==> config.mk <==
export PLATFORM = sky130hd
export DESIGN_NAME = manchester_decoder
export DESIGN_NICKNAME = d
export VERILOG_FILES = /design/src/rtl/manchester_decoder.sv
export SDC_FILE = /design/constraint.sdc
export NUM_CORES = 1
export LEC_CHECK = 0
export ABC_CLOCK_PERIOD_IN_PS = 1500
export BUFFER_PORTS_ARGS = -buffer_cell sky130_fd_sc_hd__buf_2
export CAP_MARGIN = 40
export CORE_ASPECT_RATIO = 0.6
export CORE_MARGIN = 4
export CORE_UTILIZATION = 48
export DETAILED_ROUTE_END_ITERATION = 10
export PLACE_DENSITY = 0.77
export SYNTH_ARGS = -nofsm -noshare
export SYNTH_HDL_FRONTEND = slang
export SYNTH_SLANG_ARGS = --single-unit
export TNS_END_PERCENT = 1
==> constraint.sdc <==
create_clock -name clk -period 1.5 [get_ports clk]
set_input_delay 0.15 -clock clk [delete_from_list [all_inputs] [get_ports clk]]
set_output_delay 0.15 -clock clk [all_outputs]
set_load 0.1 [all_outputs]
==> src/rtl/manchester_decoder.sv <==
// manchester_decoder: serial pair-wise (Manchester) decoder.
// Captures a received string of up to 2*DW bits plus a length code, decodes one
// pair per clock and presents the decoded word together with a one-cycle done
// pulse. The block loops forever: LOAD -> DECODE (N cycles) -> DONE -> LOAD.
// Optional build macro MANCHESTER_DECODER_ERR_EN adds a sticky invalid-pair
// flag on output err, updated together with dstring.
module manchester_decoder #(
    parameter int DW = 7
) (
    input  logic          clk,
    input  logic          rst,
    input  logic [2*DW-1:0] rstring,
    input  logic [2:0]    size,
    output logic [DW-1:0] dstring,
    output logic          done
`ifdef MANCHESTER_DECODER_ERR_EN
    ,
    output logic          err
`endif
);

    typedef enum logic [1:0] {
        ST_LOAD   = 2'd0,
        ST_DECODE = 2'd1,
        ST_DONE   = 2'd2
    } state_t;

    state_t            state_r;
    logic [2*DW-1:0]   rstring_r;
    logic [2:0]        n_r;
    logic [2:0]        idx_r;
    logic [DW-1:0]     work_r;
    logic [2:0]        n_s;
    logic [1:0]        pair_s;
    logic [DW-1:0]     work_next_s;
    logic              last_pair_s;
`ifdef MANCHESTER_DECODER_ERR_EN
    logic              err_flag_r;
`endif

    // 10 decodes to 1; 01 and the invalid codes 00/11 decode to 0.
    function automatic logic pair_to_bit(input logic [1:0] pair);
        logic bit_v;
        case (pair)
            2'b10:   bit_v = 1'b1;
            2'b01:   bit_v = 1'b0;
            default: bit_v = 1'b0;
        endcase
        return bit_v;
    endfunction

    // A pair is invalid when both halves are equal (no mid-bit transition).
    function automatic logic pair_invalid(input logic [1:0] pair);
        return pair[1] ~^ pair[0];
    endfunction

    // Length code to data bit count; codes above 4 clamp to the full 7 bits.
    always_comb begin
        n_s = 3'd7;
        if (size > 3'd4) begin
            n_s = 3'd7;
        end else begin
            n_s = size + 3'd3;
        end
    end

    // Select the current pair and merge its decoded bit into the work word.
    always_comb begin
        pair_s      = 2'(rstring_r >> {idx_r, 1'b0});
        work_next_s = work_r | (DW'(pair_to_bit(pair_s)) << idx_r);
        last_pair_s = (idx_r == (n_r - 3'd1));
    end

    // Decoder state machine with registered result, done pulse and error flag.
    always_ff @(posedge clk) begin
        if (!rst) begin
            state_r    <= ST_LOAD;
            rstring_r  <= '0;
            n_r        <= 3'd0;
            idx_r      <= 3'd0;
            work_r     <= '0;
            dstring    <= '0;
            done       <= 1'b0;
`ifdef MANCHESTER_DECODER_ERR_EN
            err_flag_r <= 1'b0;
            err        <= 1'b0;
`endif
        end else begin
            case (state_r)
                ST_LOAD: begin
                    rstring_r  <= rstring;
                    n_r        <= n_s;
                    idx_r      <= 3'd0;
                    work_r     <= '0;
                    done       <= 1'b0;
`ifdef MANCHESTER_DECODER_ERR_EN
                    err_flag_r <= 1'b0;
`endif
                    state_r    <= ST_DECODE;
                end
                ST_DECODE: begin
                    work_r <= work_next_s;
                    done   <= 1'b0;
`ifdef MANCHESTER_DECODER_ERR_EN
                    err_flag_r <= err_flag_r | pair_invalid(pair_s);
`endif
                    if (last_pair_s) begin
                        state_r <= ST_DONE;
                    end else begin
                        idx_r   <= idx_r + 3'd1;
                        state_r <= ST_DECODE;
                    end
                end
                ST_DONE: begin
                    dstring <= work_r;
                    done    <= 1'b1;
`ifdef MANCHESTER_DECODER_ERR_EN
                    err     <= err_flag_r;
`endif
                    state_r <= ST_LOAD;
                end
                default: begin
                    done    <= 1'b0;
                    state_r <= ST_LOAD;
                end
            endcase
        end
    end

endmodule

==> results of run 1 <==
[Yosys cell counts (all sizes together)]
library cell  count  area share
o211a             1      0.0067
nand2b            9       0.038
a22o             17        0.10
xor3              1       0.016
nor4              2      0.0084
a21oi             9       0.030
nor3b             1      0.0051
o31ai             1      0.0051
inv               4       0.010
nor2b             3       0.013
and4b             3       0.020
buf               1      0.0034
mux2              1      0.0076
ha                4       0.034
nand2            22       0.056
o311ai            1      0.0059
or2b              1      0.0051
a31oi             1      0.0042
or4b              1      0.0067
o21ai             3       0.010
nor2              4       0.010
mux2i             1      0.0067
dfxtp            37        0.50
xnor2             2       0.012
nor3              1      0.0034
and2              1      0.0042
clkinv            1      0.0025
nor4b             3       0.018
or4               1      0.0051
clkbuf            7       0.019
o21a              7       0.035
[worst register-to-register path, cell delays in order, from the launching register on]
cell	delay, ps
dfxtp_2	340
inv_2	40
ha_4	250
xnor2_4	130
or4b_1	520
o211a_1	140
[registers in the layout (all words and copies together), names as in the netlist]
register and count:
n_r 3, rstring_r 14, work_r 7, done 1, dstring 7, idx_r 3
state_r 2
[worst paths after layout]
kind	from	cells after the start	slack [ps]	endpoint
worst min-delay path	rstring[6]	2	70	rstring_r[6]$_SDFFE_PN0P_
worst min register to register	dstring[5]$_SDFFE_PN0P_	2	460	dstring[5]$_SDFFE_PN0P_
worst max register to register	n_r[1]$_SDFFE_PN0P_	5	-20	idx_r[1]$_SDFFE_PN0P_
worst max-delay path	n_r[1]$_SDFFE_PN0P_	5	-20	idx_r[1]$_SDFFE_PN0P_
[layer usage]
layer  vias up  wire length, microns  track usage
li1        609                     -            -
met1       542                  1481       0.2190
met2        23                  1359       0.2618
met3         7                   119      0.04930
met4         0                    64      0.09270
met5         -                     0            0
[through the flow]
step           TNS (ps)    util
4_1_cts          -40.19  0.6456
2_1_floorplan    -92.66       -
3_5_place_dp     -188.9  0.5987
5_1_grt          -129.9  0.6503
6_report         -42.18  0.6503
3_3_place_gp     -376.2  0.5961
[cells by family after synthesis]
kind of cell | after synthesis | synth area share
muxes | 2 | 0.01433
adders and majority gates | 4 | 0.03373
buffers and inverters | 13 | 0.03456
xor gates and xnor gates | 3 | 0.02782
DFF | 37 | 0.4992
AOI/OAI and AO/OA | 40 | 0.1981
and+or+nand+nor | 52 | 0.1922
[repair_timing]
action | in CTS | in global routing
pin swaps | 2 | 0
resized for setup | 6 | 3
hold buffers | 0 | 0
endpoints found under the hold margin | 0 | 0
endpoints found under the setup margin | 4 | 5
[report_power, final]
| part | total [mW] | internal [mW] | switching (mW) |
|---|---|---|---|
| clock | 0.880 | 0.542 | 0.338 |
| sequential | 1.08 | 1.04 | 0.0410 |
| combinational | 0.353 | 0.184 | 0.170 |
[layout make-up]
class / instances / area [sq um]
fillers: 227 / 1017
flip-flops and latches: 37 / 744.5
multi-input cells: 101 / 742.0
repair buffers: 36 / 217.7
clock buffers: 7 / 86.33
well taps: 42 / 52.55
clock inverters: 1 / 30.03
inverters: 5 / 18.77
==> run summary, run 1 <==
The violation count after the first detailed-routing iteration is 49. Derived from the worst setup path, the maximum achievable clock frequency is 656.9 MHz. The width of the die is 79.78 microns.

The final hold slack came out at 71.26 ps. TritonCTS built the clock tree. The register bit count reported by yosys came out at 37.

The routed wire length came out at 3025 microns. The top-level port count came out at 27. The wire length of the first global-routing pass came out at 5299 microns. In this run the core area contains 15 standard-cell rows. The share of the yosys chip area belonging to registers came out at 0.4992.

Setup repair after global routing could not meet its margin everywhere. The growth of design area from synthesis to finish is 27.49%. At the worst endpoint, the required time is 1690 ps.

For this run, the total global-route usage over all layers was measured as 0.1712. The final hold violation count is 0. Before antenna repair, the detailed router went through 4 iterations.

The peak fanout along the critical path came out at 4. When the netlist entered floorplanning its net count stood at 174. The number of remaining DRC errors is 0. After the flow finishes, the layout carries non-filler instances totaling 229. The library cell used most frequently in the layout, excluding fill and tap cells, is dfxtp_1.

The checks that failed: setup timing. The instance count of the mapped netlist is 151. After synthesis, the mean cell area works out to 9.827 sq um.

The distinct cell type count of the synthesized netlist came out at 32. The count of buffers inserted at the top-level ports is 26. The worst pin sits at a relative slew slack of 0.6239. Entering global routing, the biggest net connects 22 pins.

The delay contributed by the slowest stage of the critical path came out at 520 ps. For the pin with the worst max-slew slack, the measured transition is 560.1 ps. On the final layout, the worst clock skew is 5.164 ps. The number of antenna violations at the first check in global routing is 0.

STA classifies the critical path endpoint as a register. The setup-violating endpoint count in the final report came out at 2. The starting utilization of the core area is 0.5101. OpenSTA, run right after detailed placement, puts the worst setup slack at -70.68 ps. The flow ran to the end, but the final reports show violations. The type of the setup path with the least slack is register to register. The number of vias in the routed layout came out at 1181. The floorplan step defined a core boundary enclosing 0.002909 sq mm.

The max-capacitance violation count came out at 0. The count of nets left with antenna violations once routing finished came out at 0. The signal on the critical path passes through inv_2, ha_4, xnor2_4, or4b_1, o211a_1. The average via count per standard cell is 5.157. In this run, placement finished with an instance count of 221.

The number of max-slew violations in the final report came out at 0. Clock latency on the worst-skew pair, taken at its later pin, is 290 ps. In this run, CTS created clock tree buffers numbering 5. The die span in y is 51.07 microns.

The H-tree generated during clock tree synthesis spans 2 levels. Post-CTS timing repair inserted 0 buffers for setup. The total number of nets in the final design is 209. The worst voltage drop across the vdd grid came out at 0.0007203 V.

The number of global-route vias before repair came out at 1178. The finished cells cover 0.001892 sq mm. Leaving out fill and tap cells, the most frequent cells in the layout are 34 x dfxtp_1, 26 x buf_2, 22 x nand2_1. The arrival time reported for the critical path endpoint is 1710 ps.

The sum of overflow across all layers after global routing came out at 0. The buffer type at the clock tree root is clkbuf_8. For the finished layout, the period the worst path requires is 1522 ps. The average routed wire per standard cell came out at 13.21 microns. In this design, the largest share of critical-path delay is due to simple AND/OR/NAND/NOR gates. The CTS clock-pin slew for the worst setup and hold paths came out at 70 ps. The total of warnings raised by yosys is 0. The cell area after placement came out at 0.001742 sq mm. The slowest stage of the critical path is the or4b_1 cell. The worst path buffer plus inverter count came out at 1.

Of the cells placed in the final design, the portion with a size suffix greater than 1 is 0.2781. The post-route worst setup slack came out at -22.22 ps. The placed wire-length estimate is 2168 microns. The die covers 0.004074 sq mm. The number of sinks driven by the clock tree came out at 37. The placer congestion estimate came out at 0.8074. The worst hold-check path type is input pin to register. The clock tree buffer depth came out at 2. The power density over the cells is 1222 mW/mm^2. In the finished design, the share of the clock period the worst path needs comes to 1.015. The mapped cell area is 0.001484 sq mm. The kind of launch point of the worst setup path is a register. The static leakage is 0.8053 nW. The antenna diode count came out at 0. The design draws 2.311 mW.
No activity file was read; power rests on OpenSTA's default activity.
==> run 2: changes to the inputs <==
ABC_CLOCK_PERIOD_IN_PS = 1950   (was 1500)
CORE_UTILIZATION = 45   (was 48)
PLACE_DENSITY = 0.71   (was 0.77)
clock period = 1.95 ns   (was 1.5 ns; I/O delays follow)
==> run 2 against run 1 <==
Net effect:
- the run now ends clean
- combinational power shrank 46%
- register-to-register slack gained 220 ps
- cell count decreased by 3.1%
- sequential power fell by 23%
- critical path depth shrank 2
- global-route usage decreased by 1.8 points
- die area grew 5.8%
- count of clock-buffer cells in the layout stayed put
- worst setup slack improved by 220 ps
- power down 27%
- critical endpoint is now idx_r[0]$_SDFFE_PN0P_
- largest cell class unchanged
==> run summary, run 2 (synthesized netlist as in run 1, its figures left out) <==
The number of global-route vias before repair was 1142. The placed wire-length estimate came out at 2276 microns. The required time of the critical path came out at 2160 ps. The number of hold buffers added after CTS was 0. The number of flip-flops in the largest register came out at 14. The remaining antenna violation count after routing is 0.

The number of sinks driven by the clock tree came out at 37. The delay contributed by the slowest stage of the critical path is 530 ps. The power density over the cells came out at 957.1 mW/mm^2. The summed area of non-filler cells in the final layout came out at 0.001773 sq mm. Setup repair after global routing left no endpoint under its margin.

Headroom to the max-slew limit came out at 0.6801. The placer congestion estimate came out at 0.7927. After clock tree synthesis, the repair step resized 0 gates. The routed wire length came out at 3027 microns. The CTS buffer count came out at 5. The final hold slack is 119.5 ps.

The number of remaining DRC errors came out at 0. The peak fanout along the critical path came out at 8. The width of the die is 82.14 microns. Entering global routing, the biggest net connects 22 pins. The clock reaches the later pin of the worst-skew pair after 280 ps. The cell area after placement is 0.001657 sq mm. The final hold violation count came out at 0.

In the finished design, the share of the clock period the worst path needs comes to 0.8969. The wire length of the first global-routing pass is 4926 microns. The number of antenna violations at the first check in global routing is 0.

The tool flagged a number of max-cap violations equal to 0. The critical path goes through xor3_1, or4_1, a31oi_1. The minimum setup slack after placement is 234.6 ps.

The average via count per standard cell came out at 5.248. The endpoint kind of the worst setup timing path is a register. The repair_antennas step left the layout with diodes totalling 0. The setup TNS is 0 ps. The worst voltage drop across the vdd grid came out at 0.0004945 V. The worst hold-check path type is input pin to register. The CTS clock-pin slew for the worst setup and hold paths came out at 70 ps.

The highest-delay cell along the critical path is xor3_1. The growth of design area from synthesis to finish came out at 19.48%. STA classifies the critical path startpoint as a register.

At the end of the flow the core is filled with cells to 0.5904. The tree is rooted in a clkbuf_8. The sum of overflow across all layers after global routing came out at 0. The total iterations of the first detailed-routing run came out at 4.

The deepest level of the CTS H-tree came out at 2. The die covers 0.004310 sq mm. At the pin with the least slew margin, the transition time is 478.9 ps. Data on the critical path arrives at its endpoint at 1960 ps. The clock tree buffer depth came out at 2. The maximum clock skew at final layout came out at 3.104 ps. The final layout contains 202 nets. The static leakage is 0.7568 nW. The average routed wire per standard cell came out at 13.64 microns. The share of layout cells above drive strength 1 came out at 0.2056. In the layout the commonest cells are 37 x dfxtp_1, 26 x buf_2, 22 x nand2_1. The TritonCTS clock tree is yes. Summing over every cut layer, the via total after detailed routing is 1165. The number of setup buffers added after CTS is 0. Leaving out fill and tap cells, the most frequent cell in the layout is dfxtp_1. The type of the setup path with the least slack is register to register. The post-route worst setup slack is 201.0 ps. The floorplan row count is 15. The count of filler cells inserted in the layout is 268. The core region is 0.003003 sq mm. The violation count after the first detailed-routing iteration is 35. The setup-violating endpoint count in the final report is 0. The run finished with clean final reports. The die span in y came out at 52.48 microns. The count of buffers inserted at the top-level ports is 26.

The combined global-route utilization of all metal layers came out at 0.1531. The top-level port count came out at 27. The starting utilization of the core area came out at 0.4942. The top achievable clock speed came out at 571.8 MHz. The register name with the most flops is rstring_r. The largest registers in the layout are rstring_r (14), dstring (7), work_r (7). The number of max-slew violations in the final report is 0. The clock period minus final worst setup slack came out at 1749 ps.
==> run 2: cell types whose count changed in the layout (fill, tap and decap cells not counted), sizes merged <==
cell  delta
buf      -7
==> run 2: layout make-up <==
cell class	count	area (sq um)	area share
Multi-Input combinational cell	101	691.9	0.3903
Inverter	5	18.77	0.01059
Sequential cell	37	740.7	0.4178
Clock inverter	1	30.03	0.01694
Timing Repair Buffer	29	152.6	0.08610
Clock buffer	7	86.33	0.04869
Tap cell	42	52.55	0.02964
==> run 2: critical path: cells and delay by family (launching register included) <==
family | cells | cell delay [ps]
xor gates and xnor gates | 1 | 530
and+or+nand+nor | 1 | 500
DFF | 1 | 460
AOI/OAI and AO/OA | 1 | 180
==> run 2: path summary, 6_finish.rpt <==
kind | startpoint | to | slack (ps) | cells past startpoint
setup / recovery | idx_r[2]$_SDFFE_PN0P_ | idx_r[0]$_SDFFE_PN0P_ | 200 | 3
hold / removal | rstring[2] | rstring_r[2]$_SDFFE_PN0P_ | 120 | 2
setup reg to reg | idx_r[2]$_SDFFE_PN0P_ | idx_r[0]$_SDFFE_PN0P_ | 200 | 3
hold reg to reg | work_r[0]$_SDFFE_PN0P_ | dstring[0]$_SDFFE_PN0P_ | 450 | 2
==> run 2: report_power, final <==
| group | switching, mW | total [mW] | internal, mW |
|---|---|---|---|
| logic | 0.0967 | 0.189 | 0.0918 |
| clock network | 0.256 | 0.673 | 0.417 |
| registers | 0.0384 | 0.835 | 0.797 |
==> run 2: metal layers <==
metal,vias to the layer above,GRT usage,share of wire
met5,-,0,0
met4,0,0.05525,0.0050
met3,3,0.04983,0.044
met2,19,0.2453,0.46
met1,548,0.1924,0.49
li1,595,-,-
==> run 2: stage by stage <==
| stage | std cells | total power, mW |
|---|---|---|
| 6_report | 222 | 1.697 |
| 5_1_grt | 222 | 1.769 |
| 4_1_cts | 222 | 1.706 |
| 3_5_place_dp | 214 | 1.039 |
| 3_3_place_gp | 213 | 1.021 |
| 2_1_floorplan | 151 | 0.9775 |
==> run 3: changes to the inputs <==
CORE_MARGIN = 3   (was 4)
SLEW_MARGIN = 20   (was unset)
==> run 3 against run 2 <==
Net effect:
- via count grew 0.60%
- highest routed layer unchanged
- critical path type unchanged
- global-route usage grew 1.7 points
- power shrank 11%
- first-iteration DRC count grew 71%
==> run summary, run 3 (synthesized netlist as in run 1, its figures left out) <==
The run finished with clean final reports. The tree is rooted in a clkbuf_8. The largest registers in the layout are rstring_r (14), dstring (7), work_r (7). The worst register-to-register path begins at n_r[0]$_SDFFE_PN0P_. The final hold violation count is 0.

In this run the tightest slew margin relative to its limit is 0.6755. The placeable core region came out at 0.003003 sq mm. The sequential power share is 0.556. At the later pin of the worst-skew pair, clock insertion delay measures 280 ps. In this run the most critical hold path is launched from rstring[13]. The library cells used most frequently in the layout, excluding fill and tap cells, are 37 x dfxtp_1, 26 x buf_2, 22 x nand2_1. The top-level port count came out at 27.

Of the total power, the share spent switching nets is 0.2526. The largest net degree at the start of global routing is 18. The combined global-route utilization of all metal layers is 0.1700. Data arrives at the worst endpoint at 1940 ps.

The kind of launch point of the worst setup path is a register. The clock passes through at most 2 buffers. The count of non-filler cells in the finished layout is 221. The antenna diode count is 0.

Across the run, the number of max-cap violations was 0. The share of layout cells above drive strength 1 came out at 0.2067. The H-tree generated during clock tree synthesis spans 2 levels. The number of sinks driven by the clock tree is 37. In this run, the number of DRC markers left after iteration 0 of detailed routing was 60. The number of instances in the placed design is 215.

Using the TritonRoute via totals, the vias-per-cell ratio works out to 5.303. The slew of the pin with the lowest slew margin came out at 490.1 ps. The total number of nets in the final design is 203.

The worst setup path is captured at a register. The number of vias in the routed layout is 1172. With fillers left out, the area of the finished cells amounts to 0.001738 sq mm. The maximum clock skew at final layout is 9.265 ps. The number of antenna violations at the first check in global routing is 0. The number of global-route vias before repair is 1191. Of all nets on the critical path, the largest fanout is 5. The number of flip-flops in the largest register is 14. The total chip power is 1.505 mW. The post-cts resize count came out at 0. The number of hold-repair buffers added at the cts stage is 0. The CTS clock-pin slew for the worst setup and hold paths came out at 70 ps. The library cell used most frequently in the layout, excluding fill and tap cells, is dfxtp_1.

The TritonCTS clock tree is yes. The floorplan step set the die height to 50.48 microns. The worst voltage drop across the vdd grid came out at 0.0004819 V. The starting utilization of the core area came out at 0.4942. The wire length of the first global-routing pass came out at 5147 microns. The die covers 0.004045 sq mm. Relative to the synthesized area, the layout overhead comes to 17.12%.

The number of max-slew violations in the final report is 0. Subtracting the final worst setup slack from the clock period gives 1726 ps. rstring_r holds more flip-flops than any other register. The average routed wire per standard cell is 13.92 microns. Of the total power, combinational logic draws 0.126. Data on the critical path is required at its endpoint by 2170 ps. The clock group share of total power came out at 0.318. The worst hold-check path type is input pin to register.

After clock tree synthesis, the setup repair step added 0 buffers. The floorplan row count is 15. The setup-violating endpoint count in the final report is 0. The number of remaining DRC errors is 0. Internal power comes to 1.125 mW.

The remaining antenna violation count after routing is 0. The CTS buffer count is 5. The type of the setup path with the least slack is register to register. Routability-driven placement finished with a final weighted congestion of 0.8153. Based on the critical path, the design can be clocked at up to 579.2 MHz. The final cycle utilization of the critical path is 0.8853. The placed wire-length estimate is 2270 microns. Setup repair after global routing left no endpoint under its margin. Once placement finished, the instance area stood at 0.001664 sq mm. Setup total negative slack on the finished layout was measured at 0 ps. The first detailed-routing pass took 4 iterations. In this run the worst setup path begins at n_r[0]$_SDFFE_PN0P_. In this run the power density over the cells is 866.1 mW/mm^2. The switching power summed over all nets is 0.3802 mW. The die is 80.14 microns wide. The count of buffers inserted at the top-level ports came out at 26. The routed wire length came out at 3077 microns. Summed over all layers, the global routing overflow is 0. For this design the static power due to leakage is 0.7433 nW.
## run 3: layout make-up
type | count | area (sq um)
Fill cell | 283 | 1265
Sequential cell | 37 | 740.7
Multi-Input combinational cell | 101 | 691.9
Timing Repair Buffer | 30 | 160.2
Clock buffer | 5 | 68.82
Tap cell | 42 | 52.55
Inverter | 5 | 18.77
Clock inverter | 1 | 5.005
## run 3: stage by stage
| stage | hold slack (ps) | worst slack [ps] | utilization |
|---|---|---|---|
| floorplan | 320.6 | 361.0 | - |
| finish | 122.3 | 223.6 | 0.5788 |
| global placement | 405.2 | 325.4 | 0.5517 |
| CTS | 115.2 | 225.9 | 0.5788 |
| global route | 113.8 | 130.0 | 0.5788 |
| detailed placement | 406.9 | 243.2 | 0.5542 |
## run 3: path summary, 6_finish.rpt
check                               end  slack [ps]  depth (start not counted)
min reg2reg     dstring[4]$_SDFFE_PN0P_         460                          2
max               idx_r[0]$_SDFFE_PN0P_         220                          5
max reg2reg       idx_r[0]$_SDFFE_PN0P_         220                          5
min          rstring_r[13]$_SDFFE_PN0P_         120                          2
## run 3: metal layers
metal	GRT usage	wire (microns)	share of wire	vias up
met1	0.2064	1397	0.45	538
met4	0.08427	64	0.021	0
met3	0.04839	190	0.062	9
met5	0	0	0	-
li1	-	-	-	592
met2	0.2761	1425	0.46	33
## run 3: worst max-delay path, cell delays in order (launching register included)
cell and delay (ps):
dfxtp_1 380, inv_1 80, ha_1 300, xnor2_1 190, or4_1 550, a31oi_1 160
## run 3: power groups by stage
stage	clock, mW	sequential (mW)	combinational, mW
floorplan	0	0.834	0.143
global placement	0	0.849	0.174
detailed placement	0	0.853	0.189
CTS	0.484	0.836	0.191
global route	0.523	0.843	0.210
finish	0.479	0.836	0.190
